===== src/rtl/calc_pkg.sv =====
// Shared calculator types: output code space, digit width and formatter state encodings.
package calc_pkg;

  localparam int unsigned DIGIT_W = 4;
  localparam int unsigned CODE_W  = 8;

  typedef logic [CODE_W-1:0] code_t;

  localparam code_t HASH_CODE  = 8'd10;
  localparam code_t MINUS_CODE = 8'd21;

  typedef enum logic [2:0] {
    IDLE,
    CONV_H,
    CONV_T,
    EMIT,
    TERM
  } fmt_state_t;

  // Which field of the formatted result is currently on out_data.
  typedef enum logic [1:0] {
    SEL_MINUS,
    SEL_H,
    SEL_T,
    SEL_ONES
  } emit_sel_t;

endpackage


===== src/rtl/result_bcd_split.sv =====
// Repeated-subtraction splitter: hundreds while conv_h, tens while conv_t; the remainder is the ones digit.
module result_bcd_split
  import calc_pkg::*;
(
  input  logic               clk,
  input  logic               rst,
  input  logic               start,
  input  logic [7:0]         value,
  input  logic               conv_h,
  input  logic               conv_t,
  output logic               hund_done_c,
  output logic               done_c,
  output logic [1:0]         h,
  output logic [DIGIT_W-1:0] t,
  output logic [DIGIT_W-1:0] ones
);

  logic [7:0] val;

  assign hund_done_c = (val < 8'd100);
  assign done_c      = conv_t && (val < 8'd10);
  // Once the tens phase finishes val is below 10, so its low nibble is the ones digit.
  assign ones        = val[DIGIT_W-1:0];

  always_ff @(posedge clk or posedge rst) begin
    if (rst) begin
      val <= 8'd0;
      h   <= 2'd0;
      t   <= DIGIT_W'(0);
    end else if (start) begin
      val <= value;
      h   <= 2'd0;
      t   <= DIGIT_W'(0);
    end else if (conv_h && !hund_done_c) begin
      val <= val - 8'd100;
      h   <= h + 2'd1;
    end else if (conv_t && (val >= 8'd10)) begin
      val <= val - 8'd10;
      t   <= t + DIGIT_W'(1);
    end
  end

endmodule


===== src/rtl/result_formatter.sv =====
// Formats an 8-bit result as decimal digit codes followed by a terminator.
// Optional RESULT_SIGNED_EN: treat in_data as two's complement and emit MINUS_CODE first.
module result_formatter
  import calc_pkg::*;
#(
  parameter int unsigned DATA_W = 8
) (
  input  logic              clk,
  input  logic              rst,
  input  logic              in_valid,
  output logic              in_ready,
  input  logic [DATA_W-1:0] in_data,
  output logic              out_valid,
  input  logic              out_ready,
  output logic [7:0]        out_data,
  output logic              out_last,
  output logic              busy
);

  fmt_state_t         state, state_d;
  emit_sel_t          sel, sel_d, lead_sel, step_sel, first_sel;
  logic               neg, neg_c, start;
  logic [7:0]         mag_c;
  logic               valid_d, last_d;
  code_t              data_d;
  logic               hund_done_c, done_c;
  logic [1:0]         h;
  logic [DIGIT_W-1:0] t, ones;

`ifdef RESULT_SIGNED_EN
  assign neg_c = in_data[DATA_W-1];
  assign mag_c = neg_c ? 8'(-in_data) : 8'(in_data);
`else
  assign neg_c = 1'b0;
  assign mag_c = 8'(in_data);
`endif

  result_bcd_split u_split (
    .clk        (clk),
    .rst        (rst),
    .start      (start),
    .value      (mag_c),
    .conv_h     (state == CONV_H),
    .conv_t     (state == CONV_T),
    .hund_done_c(hund_done_c),
    .done_c     (done_c),
    .h          (h),
    .t          (t),
    .ones       (ones)
  );

  function automatic code_t sel_code(input emit_sel_t s, input logic [1:0] hd,
                                     input logic [DIGIT_W-1:0] td, input logic [DIGIT_W-1:0] od);
    case (s)
      SEL_MINUS: return MINUS_CODE;
      SEL_H:     return code_t'(hd);
      SEL_T:     return code_t'(td);
      default:   return code_t'(od);
    endcase
  endfunction

  // Leading-zero suppression: first nonzero of h/t, else straight to ones.
  always_comb begin
    lead_sel  = (h != 2'd0) ? SEL_H : ((t != DIGIT_W'(0)) ? SEL_T : SEL_ONES);
    first_sel = neg ? SEL_MINUS : lead_sel;
    case (sel)
      SEL_MINUS: step_sel = lead_sel;
      SEL_H:     step_sel = SEL_T;
      default:   step_sel = SEL_ONES;
    endcase
  end

  always_comb begin
    state_d = state;
    sel_d   = sel;
    valid_d = out_valid;
    data_d  = out_data;
    last_d  = out_last;
    start   = 1'b0;
    case (state)
      IDLE: begin
        if (in_valid) begin
          start   = 1'b1;
          state_d = CONV_H;
        end
      end
      CONV_H: begin
        if (hund_done_c) state_d = CONV_T;
      end
      CONV_T: begin
        if (done_c) begin
          state_d = EMIT;
          sel_d   = first_sel;
          valid_d = 1'b1;
          data_d  = sel_code(first_sel, h, t, ones);
          last_d  = 1'b0;
        end
      end
      EMIT: begin
        if (out_ready) begin
          if (sel == SEL_ONES) begin
            state_d = TERM;
            data_d  = HASH_CODE;
            last_d  = 1'b1;
          end else begin
            sel_d  = step_sel;
            data_d = sel_code(step_sel, h, t, ones);
          end
        end
      end
      TERM: begin
        if (out_ready) begin
          state_d = IDLE;
          valid_d = 1'b0;
          data_d  = '0;
          last_d  = 1'b0;
        end
      end
      default: state_d = IDLE;
    endcase
  end

  always_ff @(posedge clk or posedge rst) begin
    if (rst) begin
      state     <= IDLE;
      sel       <= SEL_MINUS;
      neg       <= 1'b0;
      out_valid <= 1'b0;
      out_data  <= '0;
      out_last  <= 1'b0;
      in_ready  <= 1'b1;
      busy      <= 1'b0;
    end else begin
      state     <= state_d;
      sel       <= sel_d;
      out_valid <= valid_d;
      out_data  <= data_d;
      out_last  <= last_d;
      in_ready  <= (state_d == IDLE);
      busy      <= (state_d != IDLE);
      if (start) neg <= neg_c;
    end
  end

endmodule


===== config.mk =====
export PLATFORM = sky130hd
export DESIGN_NAME = result_formatter
export DESIGN_NICKNAME = d
export VERILOG_FILES = /design/src/rtl/calc_pkg.sv /design/src/rtl/result_bcd_split.sv /design/src/rtl/result_formatter.sv
export SDC_FILE = /design/constraint.sdc
export NUM_CORES = 1
export LEC_CHECK = 0
export BUFFER_PORTS_ARGS = -buffer_cell sky130_fd_sc_hd__buf_2
export CORE_MARGIN = 2
export CORE_UTILIZATION = 40
export CTS_BUF_LIST = sky130_fd_sc_hd__clkbuf_16
export CTS_CLUSTER_SIZE = 30
export DETAILED_ROUTE_END_ITERATION = 8
export PLACE_DENSITY = 0.57
export SYNTH_ARGS = -nofsm -noshare
export SYNTH_HDL_FRONTEND = slang
export SYNTH_SLANG_ARGS = --single-unit

===== constraint.sdc =====
create_clock -name clk -period 2.8 [get_ports clk]
set_input_delay 0.14 -clock clk [delete_from_list [all_inputs] [get_ports clk]]
set_output_delay 0.14 -clock clk [all_outputs]
set_load 0.005 [all_outputs]

**Word level (Yosys, flattened, before mapping)**

Index checks and enable logic that the tools add are counted.

- Bits in registers: 31
- Input bits: 12
- Output and inout bits: 12
- Logic and storage cells: 94

- Add/sub/neg operators: 4
- Order comparisons: 3
- Equal/unequal tests: 16
- Muxes and demuxes: 38
- Reductions and logical operators: 23

Operator list:

| kind | number |
|---|---|
| 2-to-1 mux 8 bit | 6 |
| case mux 5 bit (3 select lines) | 2 |
| case mux 8 bit (3 select lines) | 1 |
| 2-to-1 mux 3 bit | 6 |
| case mux 3 bit (5 select lines) | 1 |
| 2-to-1 mux 2 bit | 6 |
| 2-to-1 mux 4 bit | 3 |
| inequality test 2 bit (second input constant) | 6 |
| nonzero test 2 bit | 5 |
| nonzero test 3 bit | 3 |
| >= comparator 8 x 4 -> 1 bit (second input constant) | 1 |
| less-than comparator 8 x 4 -> 1 bit (second input constant) | 1 |
| less-than comparator 8 x 7 -> 1 bit (second input constant) | 1 |
| 2-to-1 mux 1 bit | 8 |
| case mux 2 bit (2 select lines) | 2 |
| AND reduction 4 bit | 2 |
| subtractor 8 x 4 -> 8 bit (second input constant) | 1 |
| subtractor 8 x 7 -> 8 bit (second input constant) | 1 |
| == test 2 x 1 -> 1 bit (second input constant) | 3 |
| == test 2 bit (second input constant) | 3 |
| == test 3 x 2 -> 1 bit (second input constant) | 2 |
| zero test 2 bit | 3 |
| zero test 3 bit | 2 |
| 2-to-1 mux 5 bit | 1 |
| 12 further kinds | 14 |

**Longest topological paths before layout**

- Word-level depth: 9
- Depth in mapped cells: 8
- Depth with buffers taken out: 7

**By module**

A second synthesis with hierarchy kept.

- Cells, all modules: 224
- Area total of the unflattened synthesis: 2065.7 µm²

By module, submodules not included:

| module | instances | cells an instance | area an instance (µm²) | seq. area each (µm²) |
|---|---|---|---|---|
| result_bcd_split | 1 | 117 | 1089.8 | 350.3 |
| result_formatter | 1 | 107 | 975.9 | 351.6 |

**Worst setup path after synthesis**

OpenSTA, ideal clock, no wires.

- Path type: register to register
- From: register u_split.val[2]
- To: register u_split.val[5]
- Setup time: 0.126 ns
- Arrival time: 1.939 ns
- Path slack: 0.735 ns
- Stages on the path, launching flop included: 8
- Buffers on the path: 0
- Period minus slack after synthesis: 2.065 ns
- Cell sequence: dfrtp_1 > inv_1 > ha_1 > a2111oi_4 > a311oi_4 > a2111oi_4 > a41oi_2 > o311a_1

- Word-level cells in the longest chain between the ends: 5

RTL lines:

| element | line | text |
|---|---|---|
| start: declaration | result_bcd_split.sv:18 | `logic [7:0] val;` |
| start signal: assignment | result_bcd_split.sv:31 | `val <= value;` |
| start signal: assignment | result_bcd_split.sv:35 | `val <= val - 8'd100;` |
| start signal: assignment | result_bcd_split.sv:38 | `val <= val - 8'd10;` |
| less-than comparator 8 x 7 -> 1 bit | result_bcd_split.sv:20 | `assign hund_done_c = (val < 8'd100);` |
| zero test 1 bit | result_bcd_split.sv:34 | `end else if (conv_h && !hund_done_c) begin` |
| logical AND 1 bit | result_bcd_split.sv:34 |  |
| 2-to-1 mux 8 bit | result_bcd_split.sv:34 |  |
| 2-to-1 mux 8 bit | result_bcd_split.sv:30 | `end else if (start) begin` |

Several ways; a longest one is shown, not always the timed one. The select of a mux whose other input is x is not followed.
A chain may end at the register's enable or synchronous reset.

**Worst setup path after layout**

- From: register u_split.val[2]
- To: register u_split.val[6]

Same word-level chain as after synthesis.

==> out/metrics.cfg <==
[power_and_ir_drop]
irDropWorstVdd_mv = 0.564
seq_power_share = 0.317
clkPwrFrac = 0.122
power.density_nw_per_um2 = 1220
p_leak_nw = 0.937
intPower_w = 0.00145
share_comb_of_total_power = 0.560
switching_power_w = 0.00134
swShare = 0.481

[global_routing]
grt_pass1_vias = 1622
overflow = 0
grt.total_usage = 0.177
grt_pass1_wl_mm = 8.34
antenna_found_initial = 0
grt_max_degree = 29

[sta]
rsz0062_at_grt = no
fin_tns_setup_ns = 0
finClkSkew_ns = 0.00427
finalMaxSlewViolations = 0
period_share = 0.865
slew_headroom = 0.420
clock.fmax_mhz = 413
worst_slew_pin_slew_ns = 0.870
setup_viol = 0
period_minus_slack_ns = 2.42
hold_violations = 0

[logic_synthesis]
synth_cells = 234
synth.area.top_cells = dfrtp_1, nand2_1, ha_1, a21oi_1, nor2_1
ys.flop_type = dfrtp_1
synth_edf_count = 0
netlist_area_um2 = 2090
synth-simple-area-share = 0.228
muxShareOfSynthArea = 0.00959
synth_top_family_by_area = compound AO/OA/AOI/OAI gates
synthAdderAreaFrac = 0.0480
ys_ff_latch = 28
netlist.area_leader.share = 0.324
seq_area_frac_synth = 0.336
synth_compound_area_frac = 0.277
syn_avg_cell_area_um2 = 8.92
synthArstFlopShare = 1.00
ys_types = 64
ys_warn_count = 0
synth_area_leader_cell = dfrtp_1
synth_common_cells = nand2_1, dfrtp_1, nor2_1
synth-xor-area-share = 0.0168
synth_most_common_cell = nand2_1

[clock_tree]
htree_levels = 1
tritoncts = done
post-cts-setup-buffer-count = 0
clkTransAtPathRegs_ns = 0.07
root_buffer = clkbuf_16
clock_latency_ns = 0.27
clock_sinks = 28
clockBufferDepth = 2
numCtsBuffers = 3

[floorplanning]
core_um2 = 5070
die_x_um = 76.2
pin_count = 24
dieArea_um2 = 5810
rows = 26
initial_utilization = 0.411
die_h_um = 76.2

[setup_path]
path_class = register to register
cp_max_fo = 17
r2r_slack_ns = 0.38
crit_chain = inv_1 -> ha_1 -> a2111oi_4 -> a311oi_4 -> nand3_1 -> a221oi_1 -> a221oi_1
cp-end-kind = register
crit_path_end = u_split.val[6]
rr_endpoint = u_split.val[6]
cp_slowest_cell = a311oi_4
critPathLaunch = u_split.val[2]
critPathMaxStageDelay_ns = 0.79
start_kind = register
cp_data_required_time_ns = 2.93
worstRegToRegCells = 7
path_common_cell = a221oi_1
cp_data_arrival_time_ns = 2.55
r2r-start = u_split.val[2]

[run_status]
status = complete, no violations

[worst_hold_path]
hold_path_class = primary input to register

[place]
dp_hpwl_mm = 3.48
placed_cells = 311
place.gp.congestion = 0.849
port_buffers = 20

[route]
via_count = 1731
wirelength_mm = 4.87
routed_via_density = 5.48
dr.pass1.iters = 4
drtAntennaViolNets = 0
wire_per_inst_um = 15.4
first_iter_violations = 176
drc = 0

[final_layout]
antenna_cells = 0
instances_no_fill = 316
finalNetCount = 267
fillCellCount = 532
syn_to_final_growth_pct = 9.11
drive_gt1_frac = 0.175

[job]
drv_cap = 0

-- layout by cell type (no fill, tap or decap), types with 5 or more instances in the layout --
cell type  count
nand2_1       30
dfrtp_1       27
nor2_1        20
buf_2         20
a21oi_1       17
inv_1         13
ha_1           8
o21ai_0        7
a31oi_1        6
or3_1          5
-- logic make-up (layout without fill, tap and decap cells) --
| kind of cell | Yosys count | in the layout |
|---|---|---|
| other | 1 | 3 |
| xor gates and xnor gates | 4 | 4 |
| adders and majority gates | 8 | 8 |
| AOI/OAI and AO/OA | 71 | 71 |
| DFF | 28 | 28 |
| and+or+nand+nor | 88 | 88 |
| muxes | 2 | 2 |
| buffers and inverters | 32 | 42 |
-- power groups by stage --
stage               Combinational [W]  Clock, W  Sequential, W
global placement              0.00154         0       0.000886
global route                  0.00176  0.000362       0.000930
finish                        0.00156  0.000341       0.000885
floorplan                     0.00141         0       0.000712
detailed placement            0.00155         0       0.000890
CTS                           0.00156  0.000347       0.000882
-- through the flow --
step / util / hold WS (ns) / power, W / cell area, µm² / setup slack, ns
finish: 0.449 / 0.0570 / 0.00279 / 2280 / 0.377
global route: 0.449 / 0.109 / 0.00305 / 2280 / 0.122
CTS: 0.449 / 0.0582 / 0.00279 / 2280 / 0.345
detailed placement: 0.431 / 0.239 / 0.00244 / 2190 / 0.346
global placement: 0.431 / 0.237 / 0.00242 / 2190 / 0.455
floorplan: - / 0.205 / 0.00213 / 2090 / 0.735
-- layer usage --
layer,part of all wire,track usage,up-vias
met5,0,0,-
met4,0.014,0.0618,0
met3,0.036,0.0154,5
met2,0.43,0.263,39
met1,0.52,0.267,823
li1,-,-,864
-- repair_timing --
action                                 in CTS  in global routing
endpoints found under the hold margin      27                  0
gates resized for setup                     0                  0
hold buffers                                1                  0
-- worst max-delay path, delay by kind of cell, from the launching register on --
kind	cells	cell delay [ns]
compound gates	4	1.26
flops	1	0.43
fa+ha+maj	1	0.25
buf+inv	1	0.20
simple gates	1	0.16
-- worst min path at each step --
| stage | to | cells past startpoint | start | slack [ns] |
|---|---|---|---|---|
| after global placement | busy | 3 | rst | 0.24 |
| after floorplan | busy | 1 | rst | 0.20 |
| after CTS | u_split.val[0] | 3 | in_data[0] | 0.06 |
| after detailed placement | busy | 3 | rst | 0.24 |
| after global routing | u_split.val[0] | 3 | in_data[0] | 0.11 |
| final | u_split.val[0] | 3 | in_data[0] | 0.06 |
-- registers in the layout (all words and copies together), names as in the netlist --
name and count:
state 3, out_last 1, sel 2, u_split.val 8, u_split.h 2, out_data 5, out_valid 1, in_ready 1
u_split.t 4, busy 1
-- final cells by class --
cell class,instances,area (µm²),share of cell area
Multi-Input combinational cell,176,1220,0.536
Clock inverter,1,3.75,0.00165
Clock buffer,3,75.1,0.0330
Inverter,13,48.8,0.0214
Sequential cell,28,702,0.308
Tap cell,70,87.6,0.0385
Timing Repair Buffer,25,140,0.0615
(Power assumes the default switching activity.)
